$ cat config.mk
export PLATFORM = sky130hd
export DESIGN_NAME = door_lock_controller
export DESIGN_NICKNAME = d
export VERILOG_FILES = /design/src/rtl/door_lock_controller.sv
export SDC_FILE = /design/constraint.sdc
export NUM_CORES = 1
export LEC_CHECK = 0
export CORE_MARGIN = 5
export CORE_UTILIZATION = 40
export CTS_CLUSTER_DIAMETER = 50
export DETAILED_ROUTE_END_ITERATION = 16
export DONT_BUFFER_PORTS = 1
export HOLD_SLACK_MARGIN = 0.15
export PLACE_DENSITY_LB_ADDON = 0.3
export SYNTH_ARGS = -nofsm -noshare
export SYNTH_HDL_FRONTEND = slang
export SYNTH_SLANG_ARGS = --single-unit
$ cat constraint.sdc
create_clock -name clk -period 4.38 [get_ports clk]
set_clock_uncertainty 0.1 [all_clocks]
set_input_delay 0.438 -clock clk [delete_from_list [all_inputs] [get_ports clk]]
set_output_delay 0.438 -clock clk [all_outputs]
set_load 0.005 [all_outputs]
$ cat src/rtl/door_lock_controller.sv
// Sequencer for the door-lock password check: fetch key, fetch lock, compare, then unlock or count a failure.
// Optional macro DOOR_LOCK_SENSOR_EN adds doorOpen so an opened-then-closed door ends UNLOCK early.
module door_lock_controller #(
    parameter int WIDTH          = 32,
    parameter int UNLOCK_CYCLES  = 8,
    parameter int MAX_FAILS      = 3,
    parameter int LOCKOUT_CYCLES = 16,
    parameter int TIMEOUT_CYCLES = 10
) (
    input  logic             clk,
    input  logic             rst,
    input  logic             keyReq,
    input  logic [WIDTH-1:0] keyPass,
    input  logic             keyValid,
    input  logic [WIDTH-1:0] lockPass,
    input  logic             lockValid,
`ifdef DOOR_LOCK_SENSOR_EN
    input  logic             doorOpen,
`endif
    output logic             readKey,
    output logic             readLock,
    output logic             unlockDoor,
    output logic             alarm,
    output logic             locked,
    output logic             timeoutErr,
    output logic [3:0]       failCount,
    output logic [2:0]       state
);

    typedef enum logic [2:0] {
        IDLE      = 3'd0,
        READ_KEY  = 3'd1,
        READ_LOCK = 3'd2,
        COMPARE   = 3'd3,
        UNLOCK    = 3'd4,
        FAIL      = 3'd5,
        LOCKOUT   = 3'd6
    } state_t;

    // One shared timer serves the handshake wait, the unlock window and the lockout window.
    localparam int MAXA = (UNLOCK_CYCLES > LOCKOUT_CYCLES) ? UNLOCK_CYCLES : LOCKOUT_CYCLES;
    localparam int MAXT = (MAXA > TIMEOUT_CYCLES) ? MAXA : TIMEOUT_CYCLES;
    localparam int TW   = $clog2(MAXT + 1);

    localparam logic [TW-1:0] TO_LAST = TW'(TIMEOUT_CYCLES - 1);
    localparam logic [TW-1:0] UN_LAST = TW'(UNLOCK_CYCLES - 1);
    localparam logic [TW-1:0] LO_LAST = TW'(LOCKOUT_CYCLES - 1);
    localparam logic [3:0]    FAIL_LIM = 4'(MAX_FAILS);

    state_t           cur, nxt;
    logic [TW-1:0]    tmr;
    logic [WIDTH-1:0] keyCap, lockCap;
    logic [3:0]       failCnt, failNxt;
    logic             toErr, toErrNxt;
    logic             doorExit;

`ifdef DOOR_LOCK_SENSOR_EN
    logic doorSeen;

    always_ff @(posedge clk or posedge rst) begin
        if (rst)                       doorSeen <= 1'b0;
        else if (cur != UNLOCK)        doorSeen <= 1'b0;
        else if (doorOpen)             doorSeen <= 1'b1;
    end

    assign doorExit = doorSeen && !doorOpen;
`else
    assign doorExit = 1'b0;
`endif

    always_comb begin
        nxt      = cur;
        failNxt  = failCnt;
        toErrNxt = 1'b0;
        case (cur)
            IDLE: if (keyReq) nxt = READ_KEY;
            // A valid on the last wait cycle wins over the timeout.
            READ_KEY: begin
                if (keyValid) nxt = READ_LOCK;
                else if (tmr == TO_LAST) begin
                    nxt      = IDLE;
                    toErrNxt = 1'b1;
                end
            end
            READ_LOCK: begin
                if (lockValid) nxt = COMPARE;
                else if (tmr == TO_LAST) begin
                    nxt      = IDLE;
                    toErrNxt = 1'b1;
                end
            end
            COMPARE: begin
                if (keyCap == lockCap) begin
                    failNxt = 4'd0;
                    nxt     = UNLOCK;
                end else begin
                    failNxt = (failCnt == 4'hF) ? failCnt : failCnt + 4'd1;
                    nxt     = FAIL;
                end
            end
            UNLOCK:  if (tmr == UN_LAST || doorExit) nxt = IDLE;
            FAIL:    nxt = (failCnt >= FAIL_LIM) ? LOCKOUT : IDLE;
            LOCKOUT: begin
                if (tmr == LO_LAST) begin
                    nxt     = IDLE;
                    failNxt = 4'd0;
                end
            end
            default: nxt = IDLE;
        endcase
    end

    always_ff @(posedge clk or posedge rst) begin
        if (rst) begin
            cur     <= IDLE;
            tmr     <= '0;
            keyCap  <= '0;
            lockCap <= '0;
            failCnt <= 4'd0;
            toErr   <= 1'b0;
        end else begin
            cur     <= nxt;
            tmr     <= (nxt != cur || cur == IDLE) ? '0 : tmr + 1'b1;
            failCnt <= failNxt;
            toErr   <= toErrNxt;
            if (cur == READ_KEY && keyValid)   keyCap  <= keyPass;
            if (cur == READ_LOCK && lockValid) lockCap <= lockPass;
        end
    end

    assign readKey    = (cur == READ_KEY);
    assign readLock   = (cur == READ_LOCK);
    assign unlockDoor = (cur == UNLOCK);
    assign alarm      = (cur == FAIL);
    assign locked     = (cur == LOCKOUT);
    assign timeoutErr = toErr;
    assign failCount  = failCnt;
    assign state      = cur;

endmodule

Word level (Yosys, flattened, before mapping)
Index checks and enable logic that the tools add are counted.

word-level totals
  register bits after elaboration = 77
  input port bits = 69
  logic and storage cells = 47
  output and inout bits = 13

cells by class
  add/sub/neg operators = 2
  reduce and logical (&&, ||, !) cells = 6
  $lt $le $gt $ge = 1
  equal/unequal tests = 14
  muxes and demuxes = 18

operators with widths
  kind                                                                                  number
  32-bit == test                                                                        1
  3-bit 2-to-1 mux                                                                      7
  3-bit one-hot mux with 7 select lines                                                 1
  4-bit 2-to-1 mux                                                                      3
  5-bit by 4-bit == test with 1-bit output (second input constant)                      2
  3-bit == test (second input constant)                                                 3
  4-bit one-hot mux with 2 select lines                                                 1
  3-bit by 2-bit == test with 1-bit output (second input constant)                      2
  5-bit by 1-bit adder with 5-bit output (second input constant)                        1
  5-bit by 3-bit == test with 1-bit output (second input constant)                      1
  5-bit 2-to-1 mux                                                                      1
  4-bit by 1-bit adder with 4-bit output (second input constant)                        1
  4-bit == test (second input constant)                                                 1
  4-bit by 2-bit greater-or-equal comparator with 1-bit output (second input constant)  1
  1-bit 2-to-1 mux                                                                      4
  3-bit by 1-bit == test with 1-bit output (second input constant)                      1
  3-bit logical NOT                                                                     1
  3-bit != test                                                                         1
  3-bit != test (second input constant)                                                 1
  3-bit AND reduction                                                                   1
  1-bit logical AND                                                                     2
  2-bit by 1-bit != test with 1-bit output (second input constant)                      1
  1-bit one-hot mux with 2 select lines                                                 1
  2-bit nonzero test                                                                    1
  1-bit logical OR                                                                      1

Depth between registers and ports, before layout
  depth in word-level cells = 7
  mapped depth = 8
  gate-level depth less buffers = 8

Least setup slack after synthesis
Ideal clock, no wire load.

  path kind = register to register
  start = register tmr[0]
  end = register failCnt[2], in the netlist failCount[2]
  buffers on the path = 0
  setup time = 124 ps
  setup slack = 2523 ps
  required time = 4156 ps
  arrival = 1633 ps
  clock period less this slack = 1857 ps
  stages on the path, launching flop included = 8
  cells stage by stage = dfrtp_1 > ha_1 > and3_1 > ha_1 > and3_1 > o21ai_0 > a41o_1 > a211o_1

between the ends
  cells in the longest elaborated chain, start to end = 3

ends and longest elaborated chain
  element                                                    line  text
  from (decl)                                                51    logic [TW-1:0] tmr;
  from (signal assigned)                                     123   tmr <= (nxt != cur || cur == IDLE) ? '0 : tmr + 1'b1;
  5-bit by 4-bit == test with 1-bit output                   104   if (tmr == LO_LAST) begin
  2-bit by 1-bit != test with 1-bit output (no source line)  n/a
  3-bit AND reduction (no source line)                       n/a
  to (signal assigned)                                       124   failCnt <= failNxt;
  to (decl)                                                  53    logic [3:0] failCnt, failNxt;

No other way between the ends.
A chain may end at the register's enable or synchronous reset.

Worst setup path in the final report
  start = register cur[2], in the netlist state[2]
  end = register keyCap[25]

between the ends
  cells in the longest elaborated chain, start to end = 2

ends and longest elaborated chain
  element                                   line  text
  from (decl)                               50    state_t cur, nxt;
  from (signal assigned)                    122   cur <= nxt;
  3-bit by 1-bit == test with 1-bit output  n/a
  via readKey                               20    output logic readKey,
  1-bit logical AND                         126   if (cur == READ_KEY && keyValid) keyCap <= keyPass;
  to (signal assigned)                      126
  to (decl)                                 52    logic [WIDTH-1:0] keyCap, lockCap;

The timed path passes the listed nets, and every way through them passes these cells.

==> results.md <==
* Status: finished clean
* Sink Count at between 70 and 80
* Mux contribution to synthesized area at 0.210
* Overall routing resource usage at 0.137
* XOR/XNOR Fraction of Synth Area at 0.0840
* Slew Limit Fails at 0
* Crit-path leading delay family: simple AND/OR/NAND/NOR gates
* Cell taking the most area after synthesis: dfrtp_1
* Register area share after synthesis at 0.544
* Worst Setup End Kind: register
* # hold bufs at CTS at 65
* Area Overhead vs Synth at 27.3%
* Number of stages on the worst setup path at 4
* Final Wtd Congestion at ~0.83
* Maximum vdd drop at approximately 0.29 mV
* Drt via density at about 5.1
* Root Driver: clkbuf_8
* Flop-to-flop setup slack at 2030 ps
* Critical Path End: keyCap[25]$_DFFE_PP0P_
* Clock slew at reported path FFs at 70 ps
* Routed length per instance at roughly 16 microns
* Commonest non-fill, non-tap cell in the layout: dfrtp_1
* Crit Path Category: register to register
* Worst EP arrival at approximately 2500 ps
* Number of global-route vias before repair at 2445
* Critical path buffers and inverters at 0
* RSZ-0062 raised after global routing: false
* CTS tree: built
* Rows at 34
* Met3 WL at between 300 and 400 microns
* Synth Area in Simple Gates at 0.0900
* Cell area after layout at about 4500 sq um
* Core Area at 8680 sq um
* FMAX at 425 MHz
* Syn avg cell area at between 10 and 15 sq um
* Ranking of synthesized cells by area: dfrtp_1 (54%), mux2_2 (19%), xnor2_1 (8.2%)
* R2r startpoint: state[2]$_DFF_PP0_
* Post-Synth Adder-Cell Area at 0.0141
* Synth top area share at 0.544
* DPL Wire Length at roughly 4900 microns
* Die width at 104 microns
* Worst path slowest cell: and2_2
* Largest net degree at the start of global routing at 45
* Worst slew pin tran at ~840 ps
* Setup_tns at 0 ps
* Remaining antenna violation count at 0
* Layout fillers at between 700 and 800
* Crit-path max FO at 33
* Setup bufs post-CTS at 0
* Antenna violations before repair at 0
* Crit share post-route at 0.537
* Hold Fails Final Rpt at 0
* Cell depth of the worst flop-to-flop path at 4
* Hold Crit Class: input pin to register
* Post-cts repair resize count at 0
* Metal-1 WL at 3060 microns
* Worst reg2reg path endpoint: keyCap[25]$_DFFE_PP0P_
* Port bufs at 0
* Critical path cell sequence: nand2b_1 > nor2_1 > and2_2 > mux2_2
* Starting density of the core at 0.408
* Slowest cell delay on critical path at roughly 720 ps
* CP required at between 4000 and 5000 ps
* Diode count at 0
* Largest family of logic cells by synthesized area: multiplexers
* Share of cells above drive strength 1 at 0.264
* H-tree levels at 3
* P_leak at about 0.0018 uW
* Worst-skew pair later-pin latency at 340 ps
* Fin crit period at 2350 ps
* Routed Wire Length at 7170 microns
* Vias at roughly 2300
* Met2 WL post-DR at between 3000 and 4000 microns
* Detailed Routing Iterations Pass 1 at 4
* DRC at 0
* CTS Buffer Depth at 2
* Netlist cell types at 41
* Synth warn at 0
* Post-synthesis cell count at about 270
* Max-Cap Viols at 0
* First-pass GRT wire length at ~12000 microns
* Register bit total from synthesis at slightly below 80
* DR iter-0 viols at 52
* Global route overflow at 0
* CTS Buf Count at 9
* Number of I/O pins at approximately 80
* Die area at around 11000 sq um
* Die H at around 100 microns
* Post-layout nets at just over 400
* Worst Setup SP: state[2]$_DFF_PP0_
* # setup viols final at 0
* Post-Syn Nets at approximately 340
* Pwr dens at roughly 640 nW/um^2
* Post-synthesis cell area at around 3500 sq um
* Max Used Layer: met4
* Slew headroom at 0.442
* Commonest cells after routing, fill and taps aside: dfrtp_1 (77), dlygate4sd3_1 (65), mux2_2 (60), xnor2_1 (33), nor2_1 (13)
* Type of origin of the critical path: register
* Post-synthesis compound-gate area fraction at 0.0402
* Post-Place Cell Area at around 3600 sq um
## cell families (layout without fill, tap and decap cells)
group / count (synthesis) / in the layout
buffers and inverters: 15 / 87
adders and majority gates: 4 / 4
xor gates and xnor gates: 34 / 34
DFF: 77 / 77
and+or+nand+nor: 55 / 55
AOI/OAI and AO/OA: 18 / 18
muxes: 66 / 66
## where the power goes
group          leakage [uW]  switching [uW]  internal (uW)  total (uW)
Sequential         0.000928             268           1050        1320
Clock             0.0000985             253            320         573
Combinational      0.000804             391            612        1000
Total               0.00183             912           1980        2890
## layout make-up
class	instances	area, sq um	area share
sequential	77	1930	0.427
clock inverter	6	87.6	0.0194
timing repair buffer	66	658	0.146
multi-input combinational	177	1560	0.345
inverter	5	20.0	0.00444
clock buffer	10	128	0.0283
tap	108	135	0.0300
## sequential cells by signal, summed over array words and instances, names as in the netlist
register    flops
lockCap        32
tmr             5
timeoutErr      1
keyCap         32
state           3
failCount       4
## per-stage QoR
step	util	cells	setup WS, ps	power [uW]	hold WS [ps]
final	0.520	449	2030	2890	188
after global routing	0.520	449	1900	3110	193
after CTS	0.520	449	2030	2930	161
after detailed placement	0.420	368	2030	2290	385
after global placement	0.420	368	2070	2260	378
after floorplan	-	269	1880	2110	361
## worst min-delay path, delay by kind of cell
| kind | cells | cell delay [ps] |
|---|---|---|
| and+or+nand+nor | 3 | 150 |
## worst min path at each step
stage                                 from                      to  slack (ps)  cells past startpoint
after floorplan           tmr[0]$_DFF_PP0_        tmr[0]$_DFF_PP0_         360                      1
after global placement    tmr[0]$_DFF_PP0_        tmr[0]$_DFF_PP0_         380                      1
after detailed placement               rst  keyCap[30]$_DFFE_PP0P_         380                      1
after CTS                        lockValid    timeoutErr$_DFF_PP0_         160                      3
after global routing             lockValid    timeoutErr$_DFF_PP0_         190                      3
final                            lockValid    timeoutErr$_DFF_PP0_         190                      3
## synth_stat cells
| library cell | count |
|---|---|
| a21oi_1 | 2 |
| and2_1 | 3 |
| mux2_2 | 60 |
| nand4b_1 | 1 |
| a211o_1 | 1 |
| mux2_1 | 6 |
| nor2b_1 | 2 |
| o32ai_2 | 1 |
| nand2b_1 | 1 |
| a21oi_2 | 1 |
| ha_1 | 4 |
| inv_2 | 1 |
| nor4_2 | 1 |
| inv_1 | 4 |
| o21ai_0 | 4 |
| nand3b_1 | 1 |
| nor2_1 | 13 |
| clkbuf_1 | 3 |
| a41o_1 | 1 |
| buf_2 | 7 |
| and2_2 | 2 |
| nand4_1 | 8 |
| dfrtp_1 | 77 |
| o311ai_0 | 1 |
| nor4_4 | 1 |
| nand3_1 | 3 |
| a22o_2 | 1 |
| o21bai_1 | 1 |
| o22a_1 | 1 |
| and4b_2 | 1 |
| a211o_2 | 1 |
| xnor2_1 | 33 |
| nor4b_1 | 1 |
| nand2_1 | 9 |
| nor3_1 | 3 |
| and3_1 | 2 |
| xor2_1 | 1 |
| nor4_1 | 1 |
| nor3b_1 | 2 |
| o31ai_1 | 2 |
| a21o_2 | 1 |
## layer usage
metal  up-vias  track usage
li1       1086            -
met1      1139        0.168
met2        55        0.229
met3         9       0.0372
met4         0       0.0527
met5         -            0
Note: power is estimated with default switching activity, not from simulation.
